## src/rtl/cordic_request_arbiter.sv

```systemverilog
// cordic_request_arbiter: round-robin sharing of one pipelined CORDIC core with tagged result routing; CORDIC_ARB_STATS_EN adds grant counters
module cordic_request_arbiter #(
  parameter int N_REQ   = 4,
  parameter int BITS    = 33,
  parameter int LATENCY = 17
)(
  input  logic                  i_clk,
  input  logic                  i_rst,
  input  logic [N_REQ-1:0]      i_req_valid,
  input  logic [N_REQ*BITS-1:0] i_req_x,
  input  logic [N_REQ*BITS-1:0] i_req_y,
  input  logic [N_REQ*BITS-1:0] i_req_z,
  input  logic [N_REQ*2-1:0]    i_req_mode,
  input  logic [N_REQ-1:0]      i_req_rot_en,
  output logic [N_REQ-1:0]      o_req_ready,
  input  logic                  i_pause,
  output logic                  o_idle,
  output logic                  o_cordic_ready,
  output logic [BITS-1:0]       o_cordic_x,
  output logic [BITS-1:0]       o_cordic_y,
  output logic [BITS-1:0]       o_cordic_z,
  output logic [1:0]            o_cordic_mode,
  output logic                  o_cordic_rot_en,
  input  logic                  i_cordic_valid,
  input  logic [BITS-1:0]       i_cordic_x,
  input  logic [BITS-1:0]       i_cordic_y,
  input  logic [BITS-1:0]       i_cordic_z,
  output logic [N_REQ-1:0]      o_rsp_valid,
  output logic [BITS-1:0]       o_rsp_x,
  output logic [BITS-1:0]       o_rsp_y,
  output logic [BITS-1:0]       o_rsp_z,
  output logic                  o_err
`ifdef CORDIC_ARB_STATS_EN
  ,
  output logic [N_REQ*16-1:0]   o_grant_cnt
`endif
);
  localparam int IW = (N_REQ > 1) ? $clog2(N_REQ) : 1;
  localparam int WW = $clog2(LATENCY + 1);
  typedef enum logic [1:0] {RUN, DRAIN, PAUSED} state_t;
  state_t state_q, state_d;
  logic [IW-1:0] ptr_q, ptr_d, gnt_id, cand, iss_id_q;
  logic gnt_any, run, tags_empty, tail_v, warm;
  logic [IW-1:0] tail_id;
  logic tag_v_q [LATENCY];
  logic [IW-1:0] tag_id_q [LATENCY];
  logic [WW-1:0] warm_q;
  int k;
  assign run = state_q == RUN && !i_pause && !i_rst;
  assign o_idle = state_q == PAUSED;
  assign tail_v = tag_v_q[LATENCY-1];
  assign tail_id = tag_id_q[LATENCY-1];
  assign warm = warm_q == WW'(LATENCY);
  // round-robin search starting at ptr; first pending requester wins
  always_comb begin
    o_req_ready = '0;
    gnt_any = 1'b0;
    gnt_id = '0;
    cand = '0;
    k = 0;
    for (int i = 0; i < N_REQ; i++) begin
      k = (int'(ptr_q) + i >= N_REQ) ? int'(ptr_q) + i - N_REQ : int'(ptr_q) + i;
      cand = IW'(k);
      if (!gnt_any && run && i_req_valid[cand]) begin
        gnt_any = 1'b1;
        gnt_id = cand;
      end
    end
    if (gnt_any) o_req_ready[gnt_id] = 1'b1;
    ptr_d = !gnt_any ? ptr_q : (gnt_id == IW'(N_REQ - 1)) ? '0 : gnt_id + 1'b1;
  end
  // pipeline is empty when nothing is being issued and no tag is in flight
  always_comb begin
    tags_empty = !o_cordic_ready;
    for (int i = 0; i < LATENCY; i++) tags_empty = tags_empty & !tag_v_q[i];
  end
  // run/drain/paused sequencing; releasing pause always returns to RUN
  always_comb begin
    state_d = state_q == RUN   ? (i_pause ? DRAIN : RUN) :
              state_q == DRAIN ? (!i_pause ? RUN : tags_empty ? PAUSED : DRAIN) :
                                 (i_pause ? PAUSED : RUN);
  end
  // issue register, tag shift pipeline, response routing and error flag
  always_ff @(posedge i_clk) begin
    if (i_rst) begin
      state_q <= RUN;
      ptr_q <= '0;
      iss_id_q <= '0;
      o_cordic_ready <= 1'b0;
      o_cordic_x <= '0;
      o_cordic_y <= '0;
      o_cordic_z <= '0;
      o_cordic_mode <= '0;
      o_cordic_rot_en <= 1'b0;
      o_rsp_valid <= '0;
      o_rsp_x <= '0;
      o_rsp_y <= '0;
      o_rsp_z <= '0;
      o_err <= 1'b0;
      warm_q <= '0;
      for (int i = 0; i < LATENCY; i++) begin
        tag_v_q[i] <= 1'b0;
        tag_id_q[i] <= '0;
      end
    end else begin
      state_q <= state_d;
      ptr_q <= ptr_d;
      o_cordic_ready <= gnt_any;
      if (gnt_any) begin
        iss_id_q <= gnt_id;
        o_cordic_x <= i_req_x[gnt_id*BITS +: BITS];
        o_cordic_y <= i_req_y[gnt_id*BITS +: BITS];
        o_cordic_z <= i_req_z[gnt_id*BITS +: BITS];
        o_cordic_mode <= i_req_mode[gnt_id*2 +: 2];
        o_cordic_rot_en <= i_req_rot_en[gnt_id];
      end
      tag_v_q[0] <= o_cordic_ready;
      tag_id_q[0] <= iss_id_q;
      for (int i = 1; i < LATENCY; i++) begin
        tag_v_q[i] <= tag_v_q[i-1];
        tag_id_q[i] <= tag_id_q[i-1];
      end
      warm_q <= warm ? warm_q : warm_q + 1'b1;
      o_rsp_valid <= '0;
      if (tail_v && i_cordic_valid) begin
        o_rsp_valid[tail_id] <= 1'b1;
        o_rsp_x <= i_cordic_x;
        o_rsp_y <= i_cordic_y;
        o_rsp_z <= i_cordic_z;
      end
      if (warm && (tail_v ^ i_cordic_valid)) o_err <= 1'b1;
    end
  end
`ifdef CORDIC_ARB_STATS_EN
  logic [15:0] cnt_q [N_REQ];
  // saturating per-requester handshake counters
  always_ff @(posedge i_clk) begin
    if (i_rst) begin
      for (int i = 0; i < N_REQ; i++) cnt_q[i] <= '0;
    end else if (gnt_any && cnt_q[gnt_id] != 16'hFFFF) begin
      cnt_q[gnt_id] <= cnt_q[gnt_id] + 16'd1;
    end
  end
  for (genvar g = 0; g < N_REQ; g++) begin : g_cnt
    assign o_grant_cnt[g*16 +: 16] = cnt_q[g];
  end
`endif
endmodule

```

## config.mk

```make
export PLATFORM = sky130hd
export DESIGN_NAME = cordic_request_arbiter
export DESIGN_NICKNAME = d
export VERILOG_FILES = /design/src/rtl/cordic_request_arbiter.sv
export SDC_FILE = /design/constraint.sdc
export NUM_CORES = 1
export LEC_CHECK = 0
export CORE_AREA = 4 4 279 281
export DETAILED_ROUTE_END_ITERATION = 12
export DIE_AREA = 0 0 283 285
export PLACE_DENSITY_LB_ADDON = 0.1
export SLEW_MARGIN = 20
export SYNTH_ARGS = -nofsm -noshare
export SYNTH_HDL_FRONTEND = slang
export SYNTH_SLANG_ARGS = --single-unit
```

## constraint.sdc

```tcl
create_clock -name i_clk -period 3.85 [get_ports i_clk]
set_clock_uncertainty 0.1 [all_clocks]
set_input_delay 0.5775 -clock i_clk [delete_from_list [all_inputs] [get_ports i_clk]]
set_output_delay 0.5775 -clock i_clk [all_outputs]
set_load 0.02 [all_outputs]
```

# Word level (Yosys, flattened, before mapping)
# Memory sizes are Yosys's and may differ from the RTL's.
# Cells that the tools add are included.
# op_classes
bitwise_logic	53
order_cmp	12
addsub	9
n_reduce_logical	38
multipliers	1
eq_ne	4
n_mux	71
shifts	4
# ops
op	count
$shiftx A132 B9 Y33	3
$mux W2	31
$or A1 B1 Y1	34
$mux W1	32
$logic_not A1 Y1	23
$lt A2 B3 Y1 const B	6
$and A1 B1 Y1	17
$logic_and A1 B1 Y1	13
$bmux W1 S2	5
$ge A3 B3 Y1 const B	3
$mul A2 B6 Y8 const B	1
$shiftx A8 B4 Y2	1
$sub A2 B1 Y2 const B	4
$add A2 B2 Y3 const B	2
$add A5 B1 Y5 const B	1
$eq A5 B5 Y1 const B	1
$demux W1 S2	2
$eq A2 B2 Y1 const B	2
$ge A2 B1 Y1 const B	2
$mux W4	1
$add A2 B1 Y3 const B	1
$ge A2 B3 Y1 const B	1
$add A2 B1 Y2 const B	1
$eq A2 B1 Y1 const B	1
4 further kinds	4
# word_totals
memories	2
ram_bits	51
word_cells	209
in_bits	515
out_inout_bits	212
regBits	218
# mem_list
name	depth	word_bits	read_ports	rd_ports_with_merged_regs	write_ports	line_no	source
tag_id_q	17	2	17	0	17	46	logic [IW-1:0] tag_id_q [LATENCY];
tag_v_q	17	1	17	0	17	45	logic tag_v_q [LATENCY];

# Logic depth before layout (Yosys ltp)
# Gate-level depths: netlist of the first run.
# depth
depth_word	23
depth_mapped	11
ltp_nobuf	9

# Worst setup path before layout of the first run
# No wires, ideal clock.
# synth_path
path_type	input port to output port
from	input port i_rst
to	output port o_req_ready[3]
t_required_ns	3.172
path_buffers	2
arrival_time_ns	1.972
setup_slack_ns	1.200
stages	7
cell_sequence	nor4_2 nand2_1 inv_2 buf_2 clkbuf_1 ha_1 and2_1
# synth_via
elab_chain_cells	21
word_cells_on_any_way	26
classes_between	order compare: 2; mux: 11; reduce/logical: 13
# synth_rtl
element	line_no	source
from (decl)	8	input logic i_rst,
$logic_not A1 Y1 *	49	assign run = state_q == RUN && !i_pause && !i_rst;
$logic_and A1 B1 Y1 *	49	
$logic_and A1 B1 Y1	64	if (!gnt_any && run && i_req_valid[cand]) begin
$mux W1	64	
$logic_not A1 Y1	64	
$logic_and A1 B1 Y1 (2 in series)	64	
$mux W1	64	
$logic_not A1 Y1	64	
[4 not listed]	n/a	
$logic_and A1 B1 Y1 (2 in series)	64	
$mux W2 *	64	
named net gnt_id[1]	42	logic [IW-1:0] ptr_q, ptr_d, gnt_id, cand, iss_id_q;
$lt A2 B3 Y1 (not written as such) or $ge A2 B1 Y1 (tied branches)	69	if (gnt_any) o_req_ready[gnt_id] = 1'b1;
$logic_and A1 B1 Y1 (not written as such)	69	
$mux W1 (not written as such)	69	
$demux W1 S2 *	69	
$mux W4 *	69	
to (decl)	15	output logic [N_REQ-1:0] o_req_ready,
# The timed path passes the listed nets; every way through them passes the cells marked *.

# Final worst setup path of the first run
# layout_path
from	input port i_req_valid[2]
to	output port o_req_ready[3]
# layout_via
elab_chain_cells	21
word_cells_on_any_way	32
classes_between	order compare: 2; mux: 19; reduce/logical: 11
# layout_rtl
element	line_no	source
from (decl)	9	input logic [N_REQ-1:0] i_req_valid,
$bmux W1 S2	64	
$mux W1 (not written as such)	64	
$logic_and A1 B1 Y1	64	
$mux W1	64	
$logic_not A1 Y1	64	
$logic_and A1 B1 Y1 (2 in series)	64	
$mux W1	64	
$logic_not A1 Y1	64	
[3 not listed]	n/a	
$logic_not A1 Y1	64	
$logic_and A1 B1 Y1 (2 in series)	64	
$mux W2	64	
$lt A2 B3 Y1 (not written as such) or $ge A2 B1 Y1 (tied branches)	69	
$logic_and A1 B1 Y1 (not written as such)	69	
$mux W1 (not written as such)	69	
$demux W1 S2	69	
$mux W4 *	69	
# Mark *: on every way between the ends. The rest lies on a longest branch, timed or not. The select of a mux whose other input is x is not followed.

==> summary.txt, run 1 <==
STA
  • Tcrit/Tclk final: 0.886
  • RSZ-0062 raised after global routing: no
  • Max-slew violation count: 0
  • Worst-margin pin slew: 0.992 ns
  • Final hold violation count: 0
  • Slew margin rel.: 0.329
  • Achievable Freq: 293 MHz
  • Setup TNS: 0 ns
  • Tmin final: 3.41 ns
  • Final Setup Violations: 0
  • Final hold slack: 0.323 ns

Synthesis
  • Syn Nets: 1844
  • Dominant cells by area after synthesis: dfxtp_1 (44%), mux2i_1 (16%), nor3b_1 (6.2%)
  • Number of synthesized flops with an enable pin: 0
  • Commonest cells in the netlist: dfxtp_1 (269), mux2i_1 (202), nor2_1 (111)
  • Synthesized cell area: 12300 sq um
  • Distinct cell type count after synthesis: 41
  • Largest area contributor in the netlist: dfxtp_1
  • Gate Count Post-Synth: 1322
  • Most common cell in the netlist: dfxtp_1
  • Asr flop ratio synth: 0
  • Avg Cell Area, Syn: 9.33 sq um
  • Yosys top cell area share: 0.437
  • Post-synth top flop: dfxtp_1
  • Post-synthesis sequential area ratio: 0.437
  • Yosys warnings: 0
  • Register bit total from synthesis: 269

Clocking
  • Setup bufs post-CTS: 0
  • Clk buf depth: 3
  • CTS hold repair buffers: 0
  • Clk_lat worst skew: 0.55 ns
  • Clk root buf: clkbuf_16
  • CTS clk-pin slew, worst paths: 0.06 ns
  • Cts repair resizes: 0
  • Htree depth: 2
  • CTS tree: done
  • Clock Sinks: 269
  • CTS Buf Count: 40

Setup path
  • Worst path cell trace: clkdlybuf4s50_1, nor2b_1, a211oi_1, nor2_1, nand2_1, inv_2, ha_1, and2_1, buf_12
  • Critical Path Sink: o_req_ready[3]
  • Reg2reg end: o_cordic_x[29]
  • Critical path class: input pin to output pin
  • Reg2reg path depth: 7
  • R2R Setup Slk: 0.96 ns
  • R2r startpoint: ptr_q[1]
  • Critical path required time: 3.17 ns
  • Critical path capture point type: output pin
  • Crit-path max FO: 4
  • Worst setup startpoint: i_req_valid[2]
  • Worst Setup Start Kind: input pin
  • Slowest stage delay, CP: 0.50 ns
  • WP data arrival: 2.74 ns
  • CP max-delay cell: a211oi_1

Global route
  • Gr ovfl total: 0
  • First-pass GRT wire length: 90100 microns
  • Largest net degree at the start of global routing: 164
  • Vias in the first global route: 12400
  • All-Layer GR Usage: 0.149
  • Initial antenna violation count: 11

Place
  • Gpl congestion: 0.812
  • Detailed placement HPWL: 47400 microns
  • Port Buffers: 726

Die
  • Initial Util: 0.163
  • Die width: 283 microns
  • Core Region: 75400 sq um
  • Core Rows: 101
  • Die height: 285 microns
  • Die Area: 80700 sq um
  • Num ports: 727

Routing
  • Post-route ant nets: 0
  • DRT Wirelength: 63900 microns
  • DRT Pass-1 Iters: 5
  • DR WL/cell: 21.3 microns
  • Via count: 12300
  • Avg Vias per Cell: 4.11
  • Met1 Routed Length: 24300 microns
  • # DRC: 0
  • Top sig layer: met5
  • DR iter-0 viols: 359
  • Met2 Wirelength: 32200 microns
  • Wire length on met3: 5960 microns

Power and ir drop
  • PwrDens: 381 nW/um^2
  • Pleak: 7.58 nW
  • Worst VDD drop: 0.274 mV

Run
  • Max-Cap Viols: 0

Cells and area
  • NumNets Final: 2516
  • Fillers: 7938
  • Layout cell share with drive strength beyond 1: 0.0479
  • Area Overhead vs Synth: 78.1%

Worst hold path
  • Worst min path class: register to register

Outcome
  • Outcome: complete, no violations
[worst max-delay path, delay by kind of cell]
kind / cells / cell delay (ns)
compound gates: 1 / 0.50
simple gates: 4 / 0.72
fa+ha+maj: 1 / 0.21
buf+inv: 3 / 0.72
[report_power, final]
part           switching [W]  internal [W]  leakage (nW)  total [W]
Sequential         0.0000833       0.00293          2.19    0.00301
Clock                0.00143       0.00218         0.622    0.00360
Combinational       0.000781      0.000972          4.77    0.00175
[metal layers]
metal,global-route usage,vias to the layer above
met2,0.266,462
met4,0.0352,20
met1,0.162,5748
met5,0,-
li1,-,6033
met3,0.0640,83
[how the worst min path moves through the flow]
stage | from | endpoint | slack (ns) | cells past startpoint
floorplan | tag_id_q[0][8] | tag_id_q[0][10] | 0.31 | 1
global route | tag_id_q[0][9] | tag_id_q[0][11] | 0.34 | 1
finish | tag_id_q[0][4] | tag_id_q[0][6] | 0.32 | 1
CTS | tag_id_q[0][9] | tag_id_q[0][11] | 0.32 | 1
detailed placement | tag_id_q[0][18] | tag_id_q[0][20] | 0.32 | 1
global placement | tag_id_q[0][15] | tag_id_q[0][17] | 0.32 | 1
[sequential cells by signal, indices dropped and copies added (netlist names), 4 cells and up]
| name | count |
|---|---|
| o_rsp_z | 33 |
| o_rsp_x | 33 |
| o_cordic_x | 33 |
| o_rsp_valid | 4 |
| warm_q | 5 |
| tag_v_q | 17 |
| o_cordic_y | 33 |
| o_cordic_z | 33 |
| tag_id_q | 34 |
| o_rsp_y | 33 |
[per-stage QoR]
step                      instance area [sq um]  utilization  instances  worst slack, ns  power [W]
after floorplan                           12300            -       1322             1.20    0.00378
after global placement                    20700        0.274       2930            0.334    0.00483
after detailed placement                  20700        0.274       2930            0.327    0.00484
after CTS                                 21900        0.291       3001            0.380    0.00860
after global routing                      22000        0.291       3002            0.258    0.00878
final                                     22000        0.291       3002            0.437    0.00837
[kinds of logic (layout without fill, tap and decap cells)]
| kind of cell | count (synthesis) | in the layout | share of synthesized area |
|---|---|---|---|
| AOI/OAI and AO/OA | 318 | 318 | 0.172 |
| buffers and inverters | 125 | 826 | 0.0462 |
| xor gates and xnor gates | 4 | 4 | 0.00284 |
| and+or+nand+nor | 397 | 397 | 0.171 |
| DFF | 269 | 269 | 0.437 |
| adders and majority gates | 7 | 7 | 0.00710 |
| muxes | 202 | 202 | 0.164 |
| other | 0 | 1 | 0 |
[final cells by class]
cell class	instances	area [sq um]	area share
clock buffers	63	1190	0.0541
repair buffers	750	7630	0.348
multi-input cells	928	6430	0.293
diodes	1	2.50	0.000114
inverters	5	18.8	0.000855
clock inverters	8	72.6	0.00331
flip-flops and latches	269	5390	0.245
well taps	978	1220	0.0557
[layout by cell type (no fill, tap or decap), drive strengths merged]
| cell | Yosys | layout |
|---|---|---|
| a211oi | 2 | 2 |
| a21o | 2 | 2 |
| a21oi | 3 | 3 |
| a22oi | 1 | 1 |
| a311oi | 1 | 1 |
| a31oi | 1 | 1 |
| and2 | 4 | 4 |
| and4b | 2 | 2 |
| buf | 48 | 29 |
| bufinv | 0 | 1 |
| clkbuf | 72 | 63 |
| clkdlybuf4s50 | 0 | 721 |
| clkinv | 0 | 5 |
| dfxtp | 269 | 269 |
| diode | 0 | 1 |
| ha | 7 | 7 |
| inv | 5 | 7 |
| mux2i | 202 | 202 |
| nand2 | 104 | 104 |
| nand2b | 2 | 2 |
| nand3 | 2 | 2 |
| nor2 | 112 | 112 |
| nor2b | 55 | 55 |
| nor3 | 4 | 4 |
| nor3b | 101 | 101 |
| nor4 | 2 | 2 |
| nor4b | 1 | 1 |
| nor4bb | 4 | 4 |
| o211ai | 101 | 101 |
| o21a | 101 | 101 |
| o21ai | 104 | 104 |
| o221ai | 1 | 1 |
| o31ai | 1 | 1 |
| or2 | 2 | 2 |
| or4 | 2 | 2 |
| xnor2 | 1 | 1 |
| xor2 | 3 | 3 |
(Power assumes the default switching activity.)
==> run 2, diff against run 1 <==
--- a/config.mk
+++ b/config.mk
@@ -8,7 +8,7 @@
 export CORE_AREA = 4 4 279 281
 export DETAILED_ROUTE_END_ITERATION = 12
 export DIE_AREA = 0 0 283 285
-export PLACE_DENSITY_LB_ADDON = 0.1
+export PLACE_DENSITY_LB_ADDON = 0.12
 export SLEW_MARGIN = 20
 export SYNTH_ARGS = -nofsm -noshare
 export SYNTH_HDL_FRONTEND = slang
==> constraint.sdc (replaced) <==
create_clock -name i_clk -period 4 [get_ports i_clk]
set_clock_uncertainty 0.1 [all_clocks]
set_input_delay 0.6 -clock i_clk [delete_from_list [all_inputs] [get_ports i_clk]]
set_output_delay 0.6 -clock i_clk [all_outputs]
set_load 0.02 [all_outputs]
==> run 2 against run 1 <==
Compared with the run above: setup slack worse by 0.14 ns; non-clock buffer count up 6; critical path type unchanged; highest routed layer unchanged; via count up 0.20%; largest power group unchanged; die area unchanged; register-to-register slack worse by 0.04 ns; global-route usage up 0.20 points; critical path depth down 1.
==> summary.txt, run 2 (same netlist as run 1, synthesis figures left out) <==
Clocking
  • CTS hold repair buffers: 0 (unchanged)
  • Clk buf depth: 3 (unchanged)
  • Setup bufs post-CTS: 0 (unchanged)
  • Clk_lat worst skew: 0.56 ns (about the same)
  • Clock Sinks: 269 (unchanged)
  • CTS Buf Count: 39 (-2.5%)
  • CTS tree: done
  • Clk root buf: clkbuf_16
  • CTS clk-pin slew, worst paths: 0.05 ns (about the same)
  • Cts repair resizes: 0 (unchanged)
  • Htree depth: 2 (unchanged)

Global route
  • Vias in the first global route: 12900 (+3.9%)
  • Gr ovfl total: 0 (unchanged)
  • All-Layer GR Usage: 0.151 (+0.00197)
  • Initial antenna violation count: 29 (+18)
  • Largest net degree at the start of global routing: 204 (+24%)
  • First-pass GRT wire length: 91500 microns (+1.6%)

Power and ir drop
  • PwrDens: 360 nW/um^2 (-5.5%)
  • Design Power: 0.00790 W (-5.6%)
  • Worst VDD drop: 0.257 mV (-6.1%)
  • Pleak: 7.56 nW (-0.27%)

Place
  • Detailed placement HPWL: 48700 microns (+2.8%)
  • Worst slack at placement: 0.227 ns (-0.101 ns)
  • Gpl congestion: 0.861 (+6.0%)
  • Dpl cell area: 20700 sq um (about the same)
  • Port Buffers: 726 (unchanged)
  • DP Cell Count: 2936 (+0.20%)

Cells and area
  • Area Overhead vs Synth: 77.9% (about the same)
  • Layout cell share with drive strength beyond 1: 0.0484 (+0.000423)
  • Commonest non-fill, non-tap cell in the layout: clkdlybuf4s50_1
  • Max FFs per register: 34 (unchanged)
  • Commonest cells after routing, fill and taps aside: clkdlybuf4s50_1 (722), dfxtp_1 (269), mux2i_1 (202)
  • Non-Filler Instances: 3016 (+0.47%)
  • Most flop-heavy register: tag_id_q
  • Fillers: 7920 (-0.23%)
  • Post-route cell area: 21900 sq um (about the same)
  • NumNets Final: 2521 (+0.20%)

Routing
  • Via count: 12400 (+0.20%)
  • DR WL/cell: 21.4 microns (+0.35%)
  • DR iter-0 viols: 384 (+7.0%)
  • Post-route ant nets: 0 (unchanged)
  • Avg Vias per Cell: 4.10 (-0.26%)
  • # DRC: 0 (unchanged)
  • DRT Pass-1 Iters: 6 (+1)
  • DRT Wirelength: 64400 microns (+0.82%)

STA
  • Final Setup Violations: 0 (unchanged)
  • Setup TNS: 0 ns (unchanged)
  • Achievable Freq: 270 MHz
  • Slew margin rel.: 0.314 (-0.0154)
  • Worst-margin pin slew: 1.02 ns (+0.0228 ns)
  • Final hold violation count: 0 (unchanged)
  • PnR worst setup slack: 0.293 ns (-0.145 ns)
  • Tcrit/Tclk final: 0.927
  • Tmin final: 3.71 ns
  • RSZ-0062 raised after global routing: no
  • Max-slew violation count: 0 (unchanged)

Setup path
  • Crit path buf inv count: 3 (unchanged)
  • Reg2reg end: o_cordic_y[12]
  • Critical path capture point type: output pin
  • Worst Setup Start Kind: input pin
  • R2r startpoint: ptr_q[1]
  • Reg2reg path depth: 8 (+1)
  • R2R Setup Slk: 0.92 ns (-0.04 ns)
  • Critical path required time: 3.30 ns (+0.13 ns)
  • CP max-delay cell: clkdlybuf4s50_1
  • WP data arrival: 3.01 ns (+0.27 ns)
  • Crit-path max FO: 4 (unchanged)
  • Worst path cell trace: clkdlybuf4s50_1, nand2b_1, nor4bb_4, o21ai_1, inv_2, ha_1, and2_1, clkdlybuf4s50_1
  • Critical path class: input pin to output pin
  • CP delay by family, top: buffers and inverters
  • Slowest stage delay, CP: 0.81 ns (+0.31 ns)
  • CP most frequent cell: clkdlybuf4s50_1

Worst hold path
  • Worst min path class: register to register
  • Hold Path Depth: 1 (unchanged)
  • Worst Hold Launch: tag_id_q[0][29]
  • Hold Path Sink: tag_id_q[0][31]

Run
  • Max-Cap Viols: 0 (unchanged)

Die
  • Num ports: 727 (unchanged)
  • Core Rows: 101 (unchanged)
  • Core Region: 75400 sq um (unchanged)
  • Die Area: 80700 sq um (unchanged)
  • Die height: 285 microns (unchanged)
  • Initial Util: 0.163 (unchanged)
  • Die width: 283 microns (unchanged)

Outcome
  • Outcome: complete, no violations
-- run 2: report_power, final --
| part | internal (W) | switching [W] | total, W |
|---|---|---|---|
| clock | 0.00194 | 0.00136 | 0.00331 |
| sequential | 0.00282 | 0.0000780 | 0.00289 |
| combinational | 0.000942 | 0.000761 | 0.00170 |
| total | 0.00570 | 0.00220 | 0.00790 |
-- run 2: stage by stage --
stage          hold slack [ns]   util
6_report                 0.330  0.291
5_1_grt                  0.352  0.291
4_1_cts                  0.332  0.290
3_5_place_dp             0.322  0.274
3_3_place_gp             0.316  0.274
2_1_floorplan            0.314      -
-- run 2: layer usage --
layer | routed length [microns] | part of all wire | global-route usage
met1 | 24400 | 0.38 | 0.161
met4 | 1520 | 0.024 | 0.0428
met2 | 32400 | 0.50 | 0.269
met5 | 172 | 0.0027 | 0
met3 | 5960 | 0.093 | 0.0663
-- run 2: how the worst max path moves through the flow --
stage / startpoint / to / slack (ns) / cells after the start
after detailed placement: i_req_valid[0] / o_req_ready[3] / 0.23 / 8
after floorplan: i_rst / o_req_ready[3] / 1.31 / 7
after global placement: i_req_valid[2] / o_req_ready[3] / 0.23 / 9
final: i_req_valid[0] / o_req_ready[3] / 0.29 / 8
after global routing: i_req_valid[0] / o_req_ready[3] / 0.07 / 8
after CTS: i_req_valid[0] / o_req_ready[3] / 0.22 / 8
-- run 2: final cells by class --
type | count | area, sq um | area share
Timing Repair Buffer | 756 | 7640 | 0.349
Multi-Input combinational cell | 928 | 6430 | 0.293
Sequential cell | 269 | 5390 | 0.246
Tap cell | 978 | 1220 | 0.0558
Clock buffer | 61 | 1130 | 0.0515
Clock inverter | 7 | 72.6 | 0.00331
Antenna cell | 12 | 30.0 | 0.00137
Inverter | 5 | 20.0 | 0.000913
==> run 3, diff against run 2 <==
--- a/config.mk
+++ b/config.mk
@@ -5,10 +5,11 @@
 export SDC_FILE = /design/constraint.sdc
 export NUM_CORES = 1
 export LEC_CHECK = 0
-export CORE_AREA = 4 4 279 281
+export CORE_AREA = 2 2 285 287
 export DETAILED_ROUTE_END_ITERATION = 12
-export DIE_AREA = 0 0 283 285
+export DIE_AREA = 0 0 287 289
 export PLACE_DENSITY_LB_ADDON = 0.12
+export SKIP_CTS_REPAIR_TIMING = 1
 export SLEW_MARGIN = 20
 export SYNTH_ARGS = -nofsm -noshare
 export SYNTH_HDL_FRONTEND = slang
==> run 3 against run 2 <==
Compared with the run above: combinational power about the same; critical endpoint unchanged; largest power group unchanged; die area is 2.8% higher; power rose by 2.2%; sequential cell count unchanged; setup slack got worse by 0.064 ns; first-iteration DRC count grew 23%.
==> summary.txt, run 3 (same netlist as run 1, synthesis figures left out) <==
Outcome
  • Outcome: complete, no violations

Cells and area
  • Layout cell share with drive strength beyond 1: 0.0527 (+0.00431)
  • Post-route cell area: 22100 sq um (+0.92%)
  • Most flop-heavy register: tag_id_q
  • NumNets Final: 2524 (+0.12%)
  • Final core utilization: 0.277 (-0.0137)
  • Fillers: 8483 (+7.1%)
  • Footprint of the multi-input gates: 6430 sq um (unchanged)
  • Commonest cells after routing, fill and taps aside: clkdlybuf4s50_1 (725), dfxtp_1 (269), mux2i_1 (202)
  • Commonest non-fill, non-tap cell in the layout: clkdlybuf4s50_1
  • Area Overhead vs Synth: 79.5%
  • Reg area: 5390 sq um (unchanged)
  • Max FFs per register: 34 (unchanged)

STA
  • Setup TNS: 0 ns (unchanged)
  • Slew margin rel.: 0.209 (-0.105)
  • Achievable Freq: 265 MHz (-1.7%)
  • PnR worst setup slack: 0.228 ns (-0.0643 ns)
  • Tmin final: 3.77 ns (+0.0643 ns)
  • Max-slew violation count: 0 (unchanged)
  • Worst-margin pin slew: 1.19 ns (+0.171 ns)
  • RSZ-0062 raised after global routing: no
  • Final Setup Violations: 0 (unchanged)
  • Tcrit/Tclk final: 0.943 (+0.0161)
  • Final hold violation count: 0 (unchanged)

Place
  • Worst slack at placement: 0.217 ns (-0.00909 ns)
  • Detailed placement HPWL: 45100 microns (-7.4%)
  • Dpl cell area: 20800 sq um (+0.48%)
  • Gpl congestion: 0.803 (-6.7%)
  • Port Buffers: 726 (unchanged)

Clocking
  • Clk buf depth: 3 (unchanged)
  • Htree depth: 2 (unchanged)
  • CTS clk-pin slew, worst paths: 0.05 ns (about the same)
  • Clk_lat worst skew: 0.55 ns (about the same)
  • CTS tree: done
  • CTS Buf Count: 39 (unchanged)
  • Clock Sinks: 269 (unchanged)
  • Clk root buf: clkbuf_16

Power and ir drop
  • Worst VDD drop: 0.223 mV (-13%)
  • Design Power: 0.00808 W (+2.2%)
  • Pleak: 7.62 nW (+0.84%)
  • PwrDens: 365 nW/um^2 (+1.3%)

Die
  • Initial Util: 0.154 (-0.00911)
  • Core Rows: 104 (+3.0%)
  • Core Region: 79900 sq um (+5.9%)
  • Die Area: 82900 sq um (+2.8%)
  • Num ports: 727 (unchanged)
  • Die height: 289 microns (+1.4%)
  • Die width: 287 microns (+1.4%)

Setup path
  • WP data arrival: 3.07 ns (+0.06 ns)
  • Critical path class: input pin to output pin
  • Worst path cell trace: clkdlybuf4s50_1, nor2b_1, a211oi_1, nor2_1, nand2_1, inv_2, ha_1, and2_1, clkdlybuf4s50_1
  • CP most frequent cell: clkdlybuf4s50_1
  • Slowest stage delay, CP: 0.64 ns (-0.17 ns)
  • Worst Setup Start Kind: input pin
  • CP max-delay cell: clkdlybuf4s50_1
  • Critical path capture point type: output pin
  • Critical path required time: 3.30 ns (about the same)
  • Crit-path max FO: 4 (unchanged)

Global route
  • Gr ovfl total: 0 (unchanged)
  • Largest net degree at the start of global routing: 203 (-0.49%)
  • Initial antenna violation count: 18 (-38%)
  • Vias in the first global route: 12500 (-3.6%)
  • First-pass GRT wire length: 85100 microns (-7.0%)
  • All-Layer GR Usage: 0.138 (-0.0128)

Routing
  • Via count: 12300 (-0.55%)
  • DRT Wirelength: 60500 microns (-6.1%)
  • Post-route ant nets: 0 (unchanged)
  • DR iter-0 viols: 474 (+23%)
  • DR WL/cell: 19.5 microns (-8.6%)
  • Avg Vias per Cell: 3.97 (-3.1%)
  • # DRC: 0 (unchanged)
  • DRT Pass-1 Iters: 5 (-1)

Worst hold path
  • Worst min path class: register to register

Run
  • Max-Cap Viols: 0 (unchanged)
[run 3: changes by cell type in the layout (fill, tap and decap cells not counted), sizes merged]
| cell | before | now |
|---|---|---|
| bufinv | 0 | 1 |
| clkbuf | 61 | 60 |
| clkdlybuf4s50 | 722 | 725 |
| clkinv | 7 | 5 |
| clkinvlp | 0 | 2 |
| diode | 12 | 5 |
| inv | 5 | 7 |
[run 3: per-layer routing]
layer | wire length, microns | global-route usage
met1 | 22900 | 0.151
met2 | 30500 | 0.245
met3 | 5310 | 0.0554
met4 | 1540 | 0.0400
met5 | 187 | 0
[run 3: worst paths after layout]
path	slack [ns]	depth (start not counted)	start	end
max	0.23	9	i_req_valid[2]	o_req_ready[3]
min	0.32	1	tag_id_q[0][2]	tag_id_q[0][4]
max reg2reg	1.40	6	ptr_q[0]	o_cordic_y[21]
min reg2reg	0.32	1	tag_id_q[0][2]	tag_id_q[0][4]
[run 3: metrics by stage]
step / hold WS [ns] / std cells
floorplan: 0.314 / 1322
global placement: 0.318 / 3020
detailed placement: 0.322 / 3020
CTS: 0.320 / 3090
global route: 0.348 / 3093
finish: 0.324 / 3096
[run 3: area by class of cell]
cell class,instances,share of cell area
antenna,5,0.000565
timing repair buffer,759,0.347
clock inverter,10,0.00447
inverter,5,0.000848
sequential,269,0.243
clock buffer,60,0.0540
tap,1060,0.0599
multi-input combinational,928,0.290
[run 3: critical path: cells and delay by family]
family	cells	cell delay, ns
buf+inv	3	1.33
simple gates	4	0.79
fa+ha+maj	1	0.18
compound gates	1	0.15
[run 3: where the power goes]
| part | leakage, nW | internal, W | switching [W] | total (W) |
|---|---|---|---|---|
| clock network | 0.635 | 0.00212 | 0.00135 | 0.00347 |
| logic | 4.80 | 0.000946 | 0.000766 | 0.00171 |
| registers | 2.19 | 0.00281 | 0.0000761 | 0.00289 |
